===== src/rtl/block_operand_loader.sv =====
// block_operand_loader
//   Fetches a 2x2 A block and a 2x2 B block (8 words) from a single-port
//   synchronous-read RAM and presents them as registered operands to the
//   2x2 base block multiplier. All eight operands update together at one
//   commit edge, and done pulses in the following cycle.
//
// Ports:
//   clk, rst          clock (rising edge), synchronous active-high reset
//   start             load request, sampled only in IDLE
//   a_base, b_base    addresses of element (1,1) of the A and B blocks
//   row_stride        words per matrix row
//   ram_addr          registered RAM read address
//   ram_r_data        RAM read data, valid the cycle after ram_addr
//   busy              high while a load is in progress (FETCH/DRAIN)
//   done              one-cycle pulse, operands valid and committed
//   a11..b22          registered operand block
module block_operand_loader #(
   parameter int data_w = 32,
   parameter int addr_w = 9
) (
   input  logic              clk,
   input  logic              rst,
   input  logic              start,
   input  logic [addr_w-1:0] a_base,
   input  logic [addr_w-1:0] b_base,
   input  logic [addr_w-1:0] row_stride,
   output logic [addr_w-1:0] ram_addr,
   input  logic [data_w-1:0] ram_r_data,
   output logic              busy,
   output logic              done,
   output logic [data_w-1:0] a11, a12, a21, a22,
   output logic [data_w-1:0] b11, b12, b21, b22
);

   typedef enum logic [1:0] {S_IDLE, S_FETCH, S_DRAIN, S_DONE} state_t;

   state_t            state_q, state_d;
   logic [2:0]        idx_q, idx_d;            // index of the address on ram_addr
   logic [addr_w-1:0] addr_q, addr_d;
   logic [addr_w-1:0] a_base_q, a_base_d;
   logic [addr_w-1:0] b_base_q, b_base_d;
   logic [addr_w-1:0] stride_q, stride_d;
   logic [data_w-1:0] shadow_q [8];
   logic [data_w-1:0] shadow_d [8];
   logic [data_w-1:0] op_q [8];
   logic [data_w-1:0] op_d [8];

   // Word k: bit2 selects the B block, bit1 the second row, bit0 the second
   // column. The sum wraps modulo 2^addr_w by truncation.
   function automatic logic [addr_w-1:0] blk_addr(input logic [2:0] k,
                                                  input logic [addr_w-1:0] a,
                                                  input logic [addr_w-1:0] b,
                                                  input logic [addr_w-1:0] s);
      logic [addr_w-1:0] base;
      base = k[2] ? b : a;
      return base + (k[1] ? s : '0) + {{(addr_w-1){1'b0}}, k[0]};
   endfunction

   always_comb begin
      state_d  = state_q;
      idx_d    = idx_q;
      addr_d   = addr_q;
      a_base_d = a_base_q;
      b_base_d = b_base_q;
      stride_d = stride_q;
      shadow_d = shadow_q;
      op_d     = op_q;
      case (state_q)
         S_IDLE: begin
            if (start) begin
               state_d  = S_FETCH;
               a_base_d = a_base;
               b_base_d = b_base;
               stride_d = row_stride;
               idx_d    = 3'd0;
               addr_d   = a_base;      // addr_0
            end
         end
         S_FETCH: begin
            // Read data lags the address by one cycle, so the word landing
            // now belongs to the previous index.
            if (idx_q != 3'd0)
               shadow_d[idx_q - 3'd1] = ram_r_data;
            if (idx_q == 3'd7) begin
               state_d = S_DRAIN;
            end else begin
               idx_d  = idx_q + 3'd1;
               addr_d = blk_addr(idx_q + 3'd1, a_base_q, b_base_q, stride_q);
            end
         end
         S_DRAIN: begin
            // Last word bypasses the shadow so all eight commit on one edge.
            shadow_d[7] = ram_r_data;
            for (int k = 0; k < 7; k++)
               op_d[k] = shadow_q[k];
            op_d[7] = ram_r_data;
            state_d = S_DONE;
         end
         S_DONE: state_d = S_IDLE;
         default: state_d = S_IDLE;
      endcase
   end

   always_ff @(posedge clk) begin
      if (rst) begin
         state_q  <= S_IDLE;
         idx_q    <= '0;
         addr_q   <= '0;
         a_base_q <= '0;
         b_base_q <= '0;
         stride_q <= '0;
         for (int k = 0; k < 8; k++) begin
            shadow_q[k] <= '0;
            op_q[k]     <= '0;
         end
      end else begin
         state_q  <= state_d;
         idx_q    <= idx_d;
         addr_q   <= addr_d;
         a_base_q <= a_base_d;
         b_base_q <= b_base_d;
         stride_q <= stride_d;
         for (int k = 0; k < 8; k++) begin
            shadow_q[k] <= shadow_d[k];
            op_q[k]     <= op_d[k];
         end
      end
   end

   assign ram_addr = addr_q;
   assign busy     = (state_q == S_FETCH) || (state_q == S_DRAIN);
   assign done     = (state_q == S_DONE);

   assign a11 = op_q[0];
   assign a12 = op_q[1];
   assign a21 = op_q[2];
   assign a22 = op_q[3];
   assign b11 = op_q[4];
   assign b12 = op_q[5];
   assign b21 = op_q[6];
   assign b22 = op_q[7];

endmodule


===== config.mk =====
export PLATFORM = sky130hd
export DESIGN_NAME = block_operand_loader
export DESIGN_NICKNAME = d
export VERILOG_FILES = /design/src/rtl/block_operand_loader.sv
export SDC_FILE = /design/constraint.sdc
export NUM_CORES = 1
export LEC_CHECK = 0
export CORE_MARGIN = 2
export CORE_UTILIZATION = 30
export CTS_CLUSTER_DIAMETER = 200
export DETAILED_ROUTE_END_ITERATION = 8
export GPL_TIMING_DRIVEN = 0
export PLACE_DENSITY_LB_ADDON = 0.08
export SYNTH_ARGS = -nofsm -noshare
export SYNTH_HDL_FRONTEND = slang
export SYNTH_SLANG_ARGS = --single-unit

===== constraint.sdc =====
create_clock -name clk -period 2.8 [get_ports clk]
set_clock_uncertainty 0.1 [all_clocks]
set_input_delay 0.56 -clock clk [delete_from_list [all_inputs] [get_ports clk]]
set_output_delay 0.56 -clock clk [all_outputs]
set_load 0.02 [all_outputs]

# ---- After elaboration in Yosys (flattened, before gate mapping)
# Index checks and enable logic that the tools add are counted.
dict set report word_totals {
  register_bits 553
  latch_bits 0
  mem_bits_rw 0
  romBits 0
  input_bits 62
  out_inout_bits 267
  wordCells 64
  n_memories 0
}
dict set report op_classes {
  n_addsub 4
  mul 0
  div 0
  order_cmp 2
  eq_ne 8
  shift 0
  mux 16
  n_bitwise 1
  n_reduce_logical 11
}
# cell count
set op_table {}
lappend op_table {{bitwise mux 256 bit} 1}
lappend op_table {{demux 32 bit (select 3 bit)} 1}
lappend op_table {{2-to-1 mux 32 bit} 2}
lappend op_table {{one-hot mux 32 bit (2 select lines)} 1}
lappend op_table {{2-to-1 mux 9 bit} 4}
lappend op_table {{one-hot mux 9 bit (2 select lines)} 1}
lappend op_table {{adder 9 x 1 -> 9 bit} 1}
lappend op_table {{adder 9 bit} 1}
lappend op_table {{!= test 2 bit (second input constant)} 4}
lappend op_table {{one-hot mux 2 bit (4 select lines)} 1}
lappend op_table {{AND reduction 2 bit} 4}
lappend op_table {{2-to-1 mux 3 bit} 2}
lappend op_table {{one-hot mux 3 bit (2 select lines)} 1}
lappend op_table {{== test 2 bit (second input constant)} 2}
lappend op_table {{>= comparator 4 bit (second input constant)} 1}
lappend op_table {{< comparator 4 x 1 -> 1 bit (second input constant)} 1}
lappend op_table {{2-to-1 mux 2 bit} 2}
lappend op_table {{NOT 3 -> 4 bit} 1}
lappend op_table {{nonzero test 2 bit} 2}
lappend op_table {{adder 3 x 1 -> 3 bit (second input constant)} 1}
lappend op_table {{== test 3 bit (second input constant)} 1}
lappend op_table {{AND reduction 3 bit} 1}
lappend op_table {{nonzero test 3 bit} 1}
lappend op_table {{subtractor 3 x 1 -> 3 bit (second input constant)} 1}
lappend op_table {{other kinds (4)} 4}

# ---- Longest topological paths before layout
# Gate-level depths: netlist of the first run.
dict set report logic_depth {
  depth_word 9
  depth_mapped 11
  mapped_depth_nobuf 10
}

# ---- Worst setup path after synthesis of the first run
# No wires, ideal clock.
dict set report synth_timing {
  kind {register -> register}
  from {register idx_q[0]}
  to {register addr_q[8] (netlist: ram_addr[8])}
  setup_ns 0.101
  arrival_time_ns 2.840
  t_required_ns 2.599
  setup_slack_ns -0.241
  path_stages_with_launch 12
  n_path_buf 1
  synth_period_minus_slack_ns 3.041
  path_cell_list {dfxtp_1 -> inv_1 -> ha_1 -> clkbuf_1 -> nand2_1 -> fa_1 -> fa_1 -> nand2b_1 -> a21oi_1 -> a21oi_1 -> xnor2_1 -> o41ai_1}
}
dict set report synth_via {
  elab_chain_len 6
  word_cells_on_any_way 10
  cone_classes {add/sub: 3; eq/ne: 2; mux: 4; reduce/logical: 1}
}
# element line
set synth_rtl {}
lappend synth_rtl {{from (decl)} 38} ;# logic [2:0] idx_q, idx_d;
lappend synth_rtl {{from (signal assigned)} 118} ;# idx_q <= idx_d;
lappend synth_rtl {{adder 3 x 1 -> 3 bit} 88} ;# addr_d = blk_addr(idx_q + 3'd1, a_base_q, b_base_q, stride_q);
lappend synth_rtl {{2-to-1 mux 9 bit, on equally long branches} {55, 56}}
lappend synth_rtl {{adder 9 bit} 56} ;# return base + (k[1] ? s : '0) + {{(addr_w-1){1'b0}}, k[0]};
lappend synth_rtl {{adder 9 x 1 -> 9 bit} 56}
lappend synth_rtl {{2-to-1 mux 9 bit} 84} ;# if (idx_q == 3'd7) begin
lappend synth_rtl {{one-hot mux 9 bit (2 select lines)} 68} ;# case (state_q)
lappend synth_rtl {{to (signal assigned)} 119} ;# addr_q <= addr_d;
lappend synth_rtl {{to (decl)} 39} ;# logic [addr_w-1:0] addr_q, addr_d;
# Parallel ways exist; a longest one is shown, timed or not. The select of a mux whose other input is x is not followed.
# A chain may end at the register's enable or synchronous reset.

# ---- Worst setup path in the final report of the first run
dict set report layout_timing {
  from {register idx_q[0]}
  to {register addr_q[7] (netlist: ram_addr[7])}
}
# The elaborated chain is that of the path after synthesis.

==> impl_results.md, run 1 <==
- Status: completed
- Comb pwr share: 20.2%
- Initial Utilization: 30.34%
- Max Clock Freq: 372.5 MHz
- Area growth from synthesis to layout: 31.52%
- First-pass GRT wire length: 101200 um
- CTS H-tree depth: 2
- Footprint of the multi-input gates: 7951 um2
- Fin util: 39.90%
- Fin. max-slew vios: 0
- VDD IR max: 0.0005035 V
- Final worst slack: 0.1151 ns
- Syn_area_per_cell: 9.024 um2
- Final ANT Viol Nets: 0
- WP data required: 3.18 ns
- Final Setup Violations: 0
- Slew of the pin with the lowest slew margin: 0.9883 ns
- Clk pwr share: 37.9%
- Register area share after synthesis: 54.49%
- Tot Pwr: 18.76 mW
- Core box area: 63080 um2
- Wire per inst: 20.83 um
- Ratio of cells with drive above 1 in the final layout: 9.631%
- Layout Nets: 2568
- Final hold viol count: 0
- Chip width: 256.6 um
- HP Class: input pin to flip-flop
- Setup WS pre-CTS: -0.4451 ns
- Clock Sinks: 521
- GRT overflow: 0
- Commonest non-fill, non-tap cell in the layout: nand2_1
- DRC Markers: 0
- CTS Root Cell: clkbuf_16
- Syn_nets: 2201
- Max capacitance violation total: 0
- Port-buffer cells: 295
- GP Congestion: 0.7916
- Crit end category: flip-flop
- Flop pwr share: 41.9%
- Rows: 92
- Final Cycle Share: 95.89%
- Vias in the first global route: 15210
- Commonest cells after routing, fill and taps aside: 521 x nand2_1, 519 x dfxtp_1, 294 x clkdlybuf4s50_1, 271 x nor2_1, 261 x mux2i_1
- Seq cells post-synth: 521
- Int Pwr: 13.26 mW
- Register area: 10440 um2
- Reg2reg setup slack: 0.12 ns
- Largest net degree at the start of global routing: 15
- CTS Hold Buffers Added: 0
- Cells after Synth: 2121
- I/O Pins: 329
- Netlist cell types: 47
- Tmin final: 2.685 ns
- Startpoint types: flip-flop
- Synth Warn #: 0
- Switch Pwr: 5.500 mW
- Drt pass-1 iters: 5
- Vias after detailed routing: 15600
- PD cells: 745.3 nW/um2
- Initial antenna violation count: 5
- Detailed Place HPWL: 48430 um
- Die area: 65840 um2
- Clk_lat worst skew: 0.60 ns
- Finished Layout Cells: 3370
- Fillers: 6410
- CTS buffer count: 57
- CTS tree: done
- DIE HEIGHT: 256.6 um
- WP data arrival: 3.07 ns
- Clk buf depth: 3
- Post-Synthesis Cell Area: 19140 um2
- Crit-path max FO: 5
- Worst-path clk slew: 0.06 ns
- Routed WL: 70190 um
- GRT Total Usage: 20.72%
- Sw Share: 29.32%
- Vias/cell: 4.629
- Crit path kind: flip-flop to flip-flop
- RSZ-0062 raised after global routing: false
- DR iter-0 viols: 760
- Leakage: 8.614 nW
- Number of placed instances, taps included: 3262
- Slew margin rel.: 34.11%
## synthesized netlist by cell type, drive strengths merged
cell type | number | share of area, %
dfxtp | 521 | 54
nand2 | 521 | 10
nor2 | 271 | 5.3
a21oi | 268 | 7.5
mux2i | 263 | 14
buf | 100 | 3.0
clkbuf | 78 | 1.5
ha | 16 | 1.0
and2 | 10 | 0.33
inv | 10 | 0.20
o21ai | 7 | 0.18
mux2 | 6 | 0.35
nand3 | 6 | 0.16
a211oi | 4 | 0.18
a31oi | 3 | 0.098
o211ai | 3 | 0.12
or3 | 3 | 0.12
xnor2 | 3 | 0.14
and2b | 2 | 0.078
fa | 2 | 0.21
nand2b | 2 | 0.065
nor2b | 2 | 0.065
nor3 | 2 | 0.052
nor3b | 2 | 0.10
o2111ai | 2 | 0.092
o31a | 2 | 0.092
a211o | 1 | 0.046
a21o | 1 | 0.039
a22oi | 1 | 0.039
and3 | 1 | 0.033
and4 | 1 | 0.046
and4b | 1 | 0.052
nand3b | 1 | 0.039
nand4 | 1 | 0.033
o21a | 1 | 0.039
o41ai | 1 | 0.046
or3b | 1 | 0.046
xor2 | 1 | 0.046
## per-stage QoR
step                area [um2]  hold WS, ns  setup TNS, ns
global placement         23160       0.3403         -7.030
CTS                      25090       0.1881       -0.09327
floorplan                19150       0.3317              0
detailed placement       23160       0.3465         -9.586
global route             25170       0.2141              0
finish                   25170       0.2296              0
## routing by layer
layer / vias to the layer above / share of wire, % / track usage [%]
li1: 7647 / - / -
met5: - / 0.016 / 0
met1: 7404 / 43 / 26.24
met2: 445 / 47 / 35.01
met3: 103 / 6.1 / 4.290
met4: 2 / 3.2 / 6.912
## power by group through the flow
stage	clock network, mW	logic (mW)	registers [mW]
after CTS	7.30	3.80	7.86
after floorplan	0	2.30	8.15
after detailed placement	0	3.70	8.02
final	7.12	3.78	7.86
after global routing	7.59	4.05	7.89
after global placement	0	3.68	8.02
## path summary, 6_finish.rpt
check / start / end / cells past startpoint
worst min register to register: a_base_q[6]$_SDFFE_PP0P_ / a_base_q[6]$_SDFFE_PP0P_ / 2
worst max-delay path: idx_q[0]$_SDFFE_PP0P_ / ram_addr[7]$_SDFFE_PP0P_ / 11
worst min-delay path: ram_r_data[31] / shadow_q[63]$_SDFFE_PP0P_ / 3
worst max register to register: idx_q[0]$_SDFFE_PP0P_ / ram_addr[7]$_SDFFE_PP0P_ / 11
## worst max-delay path, stage by stage, from the launching register on
cell	delay, ns
dfxtp_4	0.37
ha_4	0.16
ha_4	0.29
buf_4	0.13
mux2i_4	0.24
inv_1	0.07
ha_1	0.28
nor2b_1	0.14
o31a_1	0.30
o2111ai_2	0.22
and4b_1	0.21
nor3_1	0.04
## registers in the layout, indices dropped and copies added (netlist names), 32 cells and up
| name | flops |
|---|---|
| a11 | 32 |
| b11 | 32 |
| b12 | 32 |
| shadow_q | 224 |
| b22 | 32 |
| a12 | 32 |
| b21 | 32 |
| a22 | 32 |
| a21 | 32 |
## area by class of cell
type / instances / share of cell area, %
multi-input cells: 1412 / 31.59
diodes: 1 / 0.009941
repair buffers: 310 / 12.25
clock inverters: 8 / 0.2038
flip-flops and latches: 521 / 41.46
well taps: 846 / 4.205
plain buffers: 176 / 3.420
inverters: 10 / 0.1640
clock buffers: 86 / 6.700
## cells by family (layout without fill, tap and decap cells)
kind of cell	count (synthesis)	count (layout)	synth area share (%)
simple gates	827	827	16.75
flops	521	521	54.49
compound gates	294	294	8.472
mux	269	269	14.11
buf+inv	188	590	4.733
fa+ha+maj	18	18	1.255
xor+xnor	4	4	0.1831
other cells	0	1	0
## repair_timing
item	CTS	global route
resized for setup	20	12
buffers inserted	10	5
pin swaps	8	7
endpoints found under the setup margin	38	36
Note: power is estimated with default switching activity, not from simulation.
==> run 2, diff against run 1 <==
--- a/config.mk
+++ b/config.mk
@@ -11,6 +11,7 @@
 export DETAILED_ROUTE_END_ITERATION = 8
 export GPL_TIMING_DRIVEN = 0
 export PLACE_DENSITY_LB_ADDON = 0.08
+export REMOVE_ABC_BUFFERS = 1
 export SYNTH_ARGS = -nofsm -noshare
 export SYNTH_HDL_FRONTEND = slang
 export SYNTH_SLANG_ARGS = --single-unit
==> impl_results.md, run 2 (same netlist as run 1, synthesis figures left out) <==
- HP Class: input pin to flip-flop
- CTS H-tree depth: 2
- Leakage: 8.604 nW
- VDD IR max: 0.0004355 V
- Wire per inst: 17.87 um
- Tot Pwr: 19.29 mW
- DR iter-0 viols: 742
- Post-route cell area: 25550 um2
- Footprint of the multi-input gates: 8061 um2
- Crit-path max FO: 4
- GP Congestion: 0.7310
- Fillers: 6300
- Status: completed
- Clk_lat worst skew: 0.61 ns
- Rows: 92
- Vias/cell: 4.554
- Detailed Place HPWL: 36870 um
- Register area: 10430 um2
- Clock Sinks: 521
- Chip width: 256.6 um
- Slew margin rel.: 27.92%
- Int Pwr: 13.91 mW
- Setup WS pre-CTS: -0.8052 ns
- Met1 Resource Use GR: 21.73%
- GRT busiest layer: met2
- Ratio of cells with drive above 1 in the final layout: 8.575%
- DRC Markers: 0
- Die area: 65840 um2
- Port-buffer cells: 328
- WP data required: 3.23 ns
- Area growth from synthesis to layout: 33.52%
- Max Clock Freq: 369.1 MHz
- Vias in the first global route: 14310
- Crit-path cells: ha_4, ha_4, buf_6, mux2i_4, inv_1, ha_1, nor2b_4, o31a_1, buf_4, o31a_1, a31oi_1
- Antenna diodes: 0
- Initial Utilization: 30.34%
- Most flops, register: shadow_q
- GRT Total Usage: 17.15%
- Crit path kind: flip-flop to flip-flop
- CTS buffer count: 57
- Max reg flops: 224
- Clk pwr share: 39.8%
- Comb pwr share: 19.5%
- Core box area: 63080 um2
- Drt pass-1 iters: 7
- Fin. max-slew vios: 0
- CTS Root Cell: clkbuf_16
- Final ANT Viol Nets: 0
- Tmin final: 2.709 ns
- Flop pwr share: 40.7%
- CTS tree: done
- Initial antenna violation count: 0
- GRT overflow: 0
- M3 GR Usage: 4.083%
- Startpoint types: flip-flop
- Slowest CP cell: dfxtp_4
- Worst-path clk slew: 0.06 ns
- Commonest cells after routing, fill and taps aside: 520 x dfxtp_1, 518 x nand2_1, 326 x clkdlybuf4s50_1, 269 x nor2_1, 261 x mux2i_1
- Max capacitance violation total: 0
- Vias after detailed routing: 14850
- I/O Pins: 329
- Final Setup Violations: 0
- Final hold viol count: 0
- Clk buf depth: 3
- Sw Share: 27.88%
- Met2 Track Usage GR: 29.36%
- DIE HEIGHT: 256.6 um
- Switch Pwr: 5.376 mW
- Area after DPL: 23240 um2
- Largest stage delay, worst path: 0.37 ns
- Routed WL: 58240 um
- Fin util: 40.51%
- Layout Nets: 2453
- Final worst slack: 0.09069 ns
- Slew of the pin with the lowest slew margin: 1.081 ns
- Final Cycle Share: 96.76%
- First-pass GRT wire length: 88290 um
- WP data arrival: 3.14 ns
- Crit end category: flip-flop
- PD cells: 754.7 nW/um2
- Commonest non-fill, non-tap cell in the layout: dfxtp_1
- Largest net degree at the start of global routing: 149
==> run 2: changes by cell type in the layout (fill, tap and decap cells not counted), moves of 4 or more <==
cell             change
clkinv_2             +4
clkbuf_1            -80
clkdlybuf4s50_1     +32
buf_1                -8
buf_6               -11
buf_4                -4
buf_16              +13
buf_8                +4
buf_12              +11
buf_2               -75
bufinv_16            +6
==> run 2: worst paths after layout <==
path / start / endpoint / slack (ns) / cells after the start
max: idx_q[0]$_SDFFE_PP0P_ / ram_addr[5]$_SDFFE_PP0P_ / 0.09 / 11
min: rst / b22[1]$_SDFFE_PP0P_ / 0.27 / 2
max reg2reg: idx_q[0]$_SDFFE_PP0P_ / ram_addr[5]$_SDFFE_PP0P_ / 0.09 / 11
min reg2reg: stride_q[5]$_SDFFE_PP0P_ / stride_q[5]$_SDFFE_PP0P_ / 0.35 / 2
==> run 2: timing repair <==
action,4_1_cts,5_1_grt
buffers inserted,10,8
gates resized for setup,24,25
hold buffers,0,0
setup endpoints to repair,234,148
hold endpoints to repair,0,0
pin swaps,3,6
==> run 2: metrics by stage <==
step	cells	hold WS [ns]	TNS [ns]
6_report	3260	0.2697	0
5_1_grt	3260	0.2744	-0.08833
4_1_cts	3252	0.2538	-0.02268
3_5_place_dp	3142	0.3448	-81.22
3_3_place_gp	3117	0.3399	-6683.13
2_1_floorplan	1943	0.3257	-1782.44
==> run 2: power by group through the flow <==
stage                     clock network [mW]  registers, mW  logic, mW
final                                   7.68           7.84       3.77
after global routing                    8.20           7.87       4.06
after CTS                               7.93           7.83       3.70
after detailed placement                   0           8.00       3.61
after global placement                     0           7.91       2.61
after floorplan                            0           8.00       1.82
==> run 2: critical path, delay by kind of cell, from the launching register on <==
| kind | cells | cell delay, ns |
|---|---|---|
| adder cells (fa/ha/maj) | 3 | 0.71 |
| AO/OA/AOI/OAI | 3 | 0.77 |
| AND/OR/NAND/NOR | 1 | 0.13 |
| multiplexers | 1 | 0.22 |
| buffers and inverters | 3 | 0.33 |
| flip-flops | 1 | 0.37 |
==> run 2: layout make-up <==
cell class | instances | area share (%)
clock buffer | 80 | 6.390
clock inverter | 20 | 1.067
inverter | 10 | 0.1616
multi-input combinational | 1412 | 31.55
sequential | 521 | 40.83
tap | 846 | 4.142
timing repair buffer | 371 | 15.86
==> run 2: routing by layer <==
metal  wire, um  vias to the layer above
met5          0                        -
li1           -                     7413
met2      28220                      306
met4       1042                        0
met1      25820                     7057
met3       3161                       70
==> run 3, diff against run 2 <==
--- a/config.mk
+++ b/config.mk
@@ -8,7 +8,9 @@
 export CORE_MARGIN = 2
 export CORE_UTILIZATION = 30
 export CTS_CLUSTER_DIAMETER = 200
+export CTS_CLUSTER_SIZE = 28
 export DETAILED_ROUTE_END_ITERATION = 8
+export GPL_ROUTABILITY_DRIVEN = 0
 export GPL_TIMING_DRIVEN = 0
 export PLACE_DENSITY_LB_ADDON = 0.08
 export REMOVE_ABC_BUFFERS = 1
==> impl_results.md, run 3 (same netlist as run 1, synthesis figures left out) <==
- Status: completed
- Clk buf depth: 3
- Register area: 10440 um2
- DR iter-0 viols: 729
- M3 GR Usage: 3.302%
- VDD IR max: 0.0003726 V
- Worst R2R End: ram_addr[5]$_SDFFE_PP0P_
- GRT Total Usage: 16.80%
- Detailed Place HPWL: 36870 um
- Drt pass-1 iters: 5
- End point of the critical path: ram_addr[5]$_SDFFE_PP0P_
- Footprint of the multi-input gates: 8059 um2
- Clk pwr share: 25.0%
- CTS H-tree depth: 1
- GRT overflow: 0
- HP Class: input pin to flip-flop
- Tmin final: 2.738 ns
- CTS Root Cell: clkbuf_16
- CTS tree: done
- Port-buffer cells: 328
- Fillers: 6375
- Flop pwr share: 50.6%
- Worst R2R Start: idx_q[0]$_SDFFE_PP0P_
- Crit path kind: flip-flop to flip-flop
- Sw Share: 30.21%
- Vias in the first global route: 13950
- Initial Utilization: 30.34%
- Ratio of cells with drive above 1 in the final layout: 6.202%
- Vias/cell: 4.587
- Clock Sinks: 521
- DIE HEIGHT: 256.6 um
- Antenna diodes: 0
- Met2 Track Usage GR: 29.18%
- Setup TNS: 0 ns
- Final hold viol count: 0
- CTS Hold Buffers Added: 0
- I/O Pins: 329
- Layout Nets: 2418
- Commonest cells after routing, fill and taps aside: 518 x nand2_1, 517 x dfxtp_1, 326 x clkdlybuf4s50_1, 269 x nor2_1, 261 x mux2i_1
- Startpoint types: flip-flop
- Max reg flops: 224
- Core box area: 63080 um2
- WP data arrival: 3.14 ns
- Comb pwr share: 24.4%
- Most flops, register: shadow_q
- Chip width: 256.6 um
- Slew of the pin with the lowest slew margin: 1.090 ns
- Reg2reg setup slack: 0.06 ns
- Max capacitance violation total: 0
- Final Cycle Share: 97.79%
- Final worst slack: 0.06194 ns
- Area growth from synthesis to layout: 26.68%
- Leakage: 7.949 nW
- Max Clock Freq: 365.2 MHz
- Wire per inst: 18.04 um
- Rows: 92
- Int Pwr: 10.80 mW
- DRC Markers: 0
- Final Setup Violations: 0
- Slew margin rel.: 27.35%
- Crit end category: flip-flop
- CP startpoint: idx_q[0]$_SDFFE_PP0P_
- Final ANT Viol Nets: 0
- PD cells: 638.2 nW/um2
- Initial antenna violation count: 0
- Die area: 65840 um2
- Met1 Resource Use GR: 21.81%
- CTS buffer count: 22
- Worst Reg-to-Reg Cells: 11
- Min Hold Slack: 0.3015 ns
- GRT busiest layer: met2
- First-pass GRT wire length: 86960 um
- Setup WS pre-CTS: -0.8052 ns
- Fin. max-slew vios: 0
- Routed WL: 57450 um
- Clk_lat worst skew: 0.58 ns
- Worst-path clk slew: 0.10 ns
- Vias after detailed routing: 14600
- Commonest non-fill, non-tap cell in the layout: nand2_1
- WP data required: 3.20 ns
- Switch Pwr: 4.675 mW
- Crit-path max FO: 4
- Largest net degree at the start of global routing: 149
[run 3: cell types whose count changed in the layout (fill, tap and decap cells not counted), moves of 6 or more]
cell,change
clkbuf_1,-11
clkinv_2,-11
bufinv_16,-6
clkbuf_8,-12
clkbuf_16,-34
[run 3: area by class of cell]
class                      instances  share of cell area (%)
tap                              846                   4.366
clock inverter                     1                 0.06709
multi-input combinational       1412                   33.24
timing repair buffer             371                   16.74
clock buffer                      23                   2.374
sequential                       521                   43.05
inverter                          10                  0.1703
[run 3: critical path, cell delays in order, from the launching register on]
cell and delay, ns:
dfxtp_4 0.38, ha_4 0.16, ha_4 0.28, buf_6 0.11, mux2i_4 0.22, inv_1 0.07, ha_1 0.27, nor2b_4 0.13
o31a_1 0.35, buf_4 0.15, o31a_1 0.26, a31oi_1 0.17
[run 3: power groups by stage]
| stage | logic [mW] | clock network, mW | registers (mW) |
|---|---|---|---|
| global route | 4.06 | 4.33 | 7.87 |
| detailed placement | 3.61 | 0 | 8.00 |
| CTS | 3.70 | 4.08 | 7.83 |
| global placement | 2.61 | 0 | 7.91 |
| finish | 3.78 | 3.86 | 7.84 |
| floorplan | 1.82 | 0 | 8.00 |
[run 3: how the worst min path moves through the flow]
stage | start | end | slack (ns) | depth (start not counted)
after floorplan | stride_q[2]$_SDFFE_PP0P_ | stride_q[2]$_SDFFE_PP0P_ | 0.33 | 2
after global routing | rst | b12[25]$_SDFFE_PP0P_ | 0.30 | 2
final | rst | b22[1]$_SDFFE_PP0P_ | 0.30 | 2
after global placement | a_base_q[2]$_SDFFE_PP0P_ | a_base_q[2]$_SDFFE_PP0P_ | 0.34 | 2
after detailed placement | stride_q[5]$_SDFFE_PP0P_ | stride_q[5]$_SDFFE_PP0P_ | 0.34 | 2
after CTS | rst | a21[30]$_SDFFE_PP0P_ | 0.28 | 2
[run 3: per-layer routing]
metal	share of wire, %	wire (um)	vias to the layer above
li1	-	-	7287
met1	45	25850	7015
met2	49	27910	261
met3	5.1	2924	41
met4	1.3	757	0
met5	0	0	-
[run 3: per-stage QoR]
stage          instances  total power [mW]  utilization, %  area [um2]
2_1_floorplan       1943             9.816               -       18270
3_3_place_gp        3117             10.52           35.85       22610
3_5_place_dp        3142             11.60           36.85       23240
4_1_cts             3176             15.60           38.11       24040
5_1_grt             3184             16.26           38.44       24250
6_report            3184             15.47           38.44       24250
[run 3: timing repair]
action | 4_1_cts | 5_1_grt
resized for setup | 23 | 30
buffers inserted | 10 | 8
pin swaps | 3 | 6
hold endpoints to repair | 0 | 0
endpoints found under the setup margin | 234 | 158
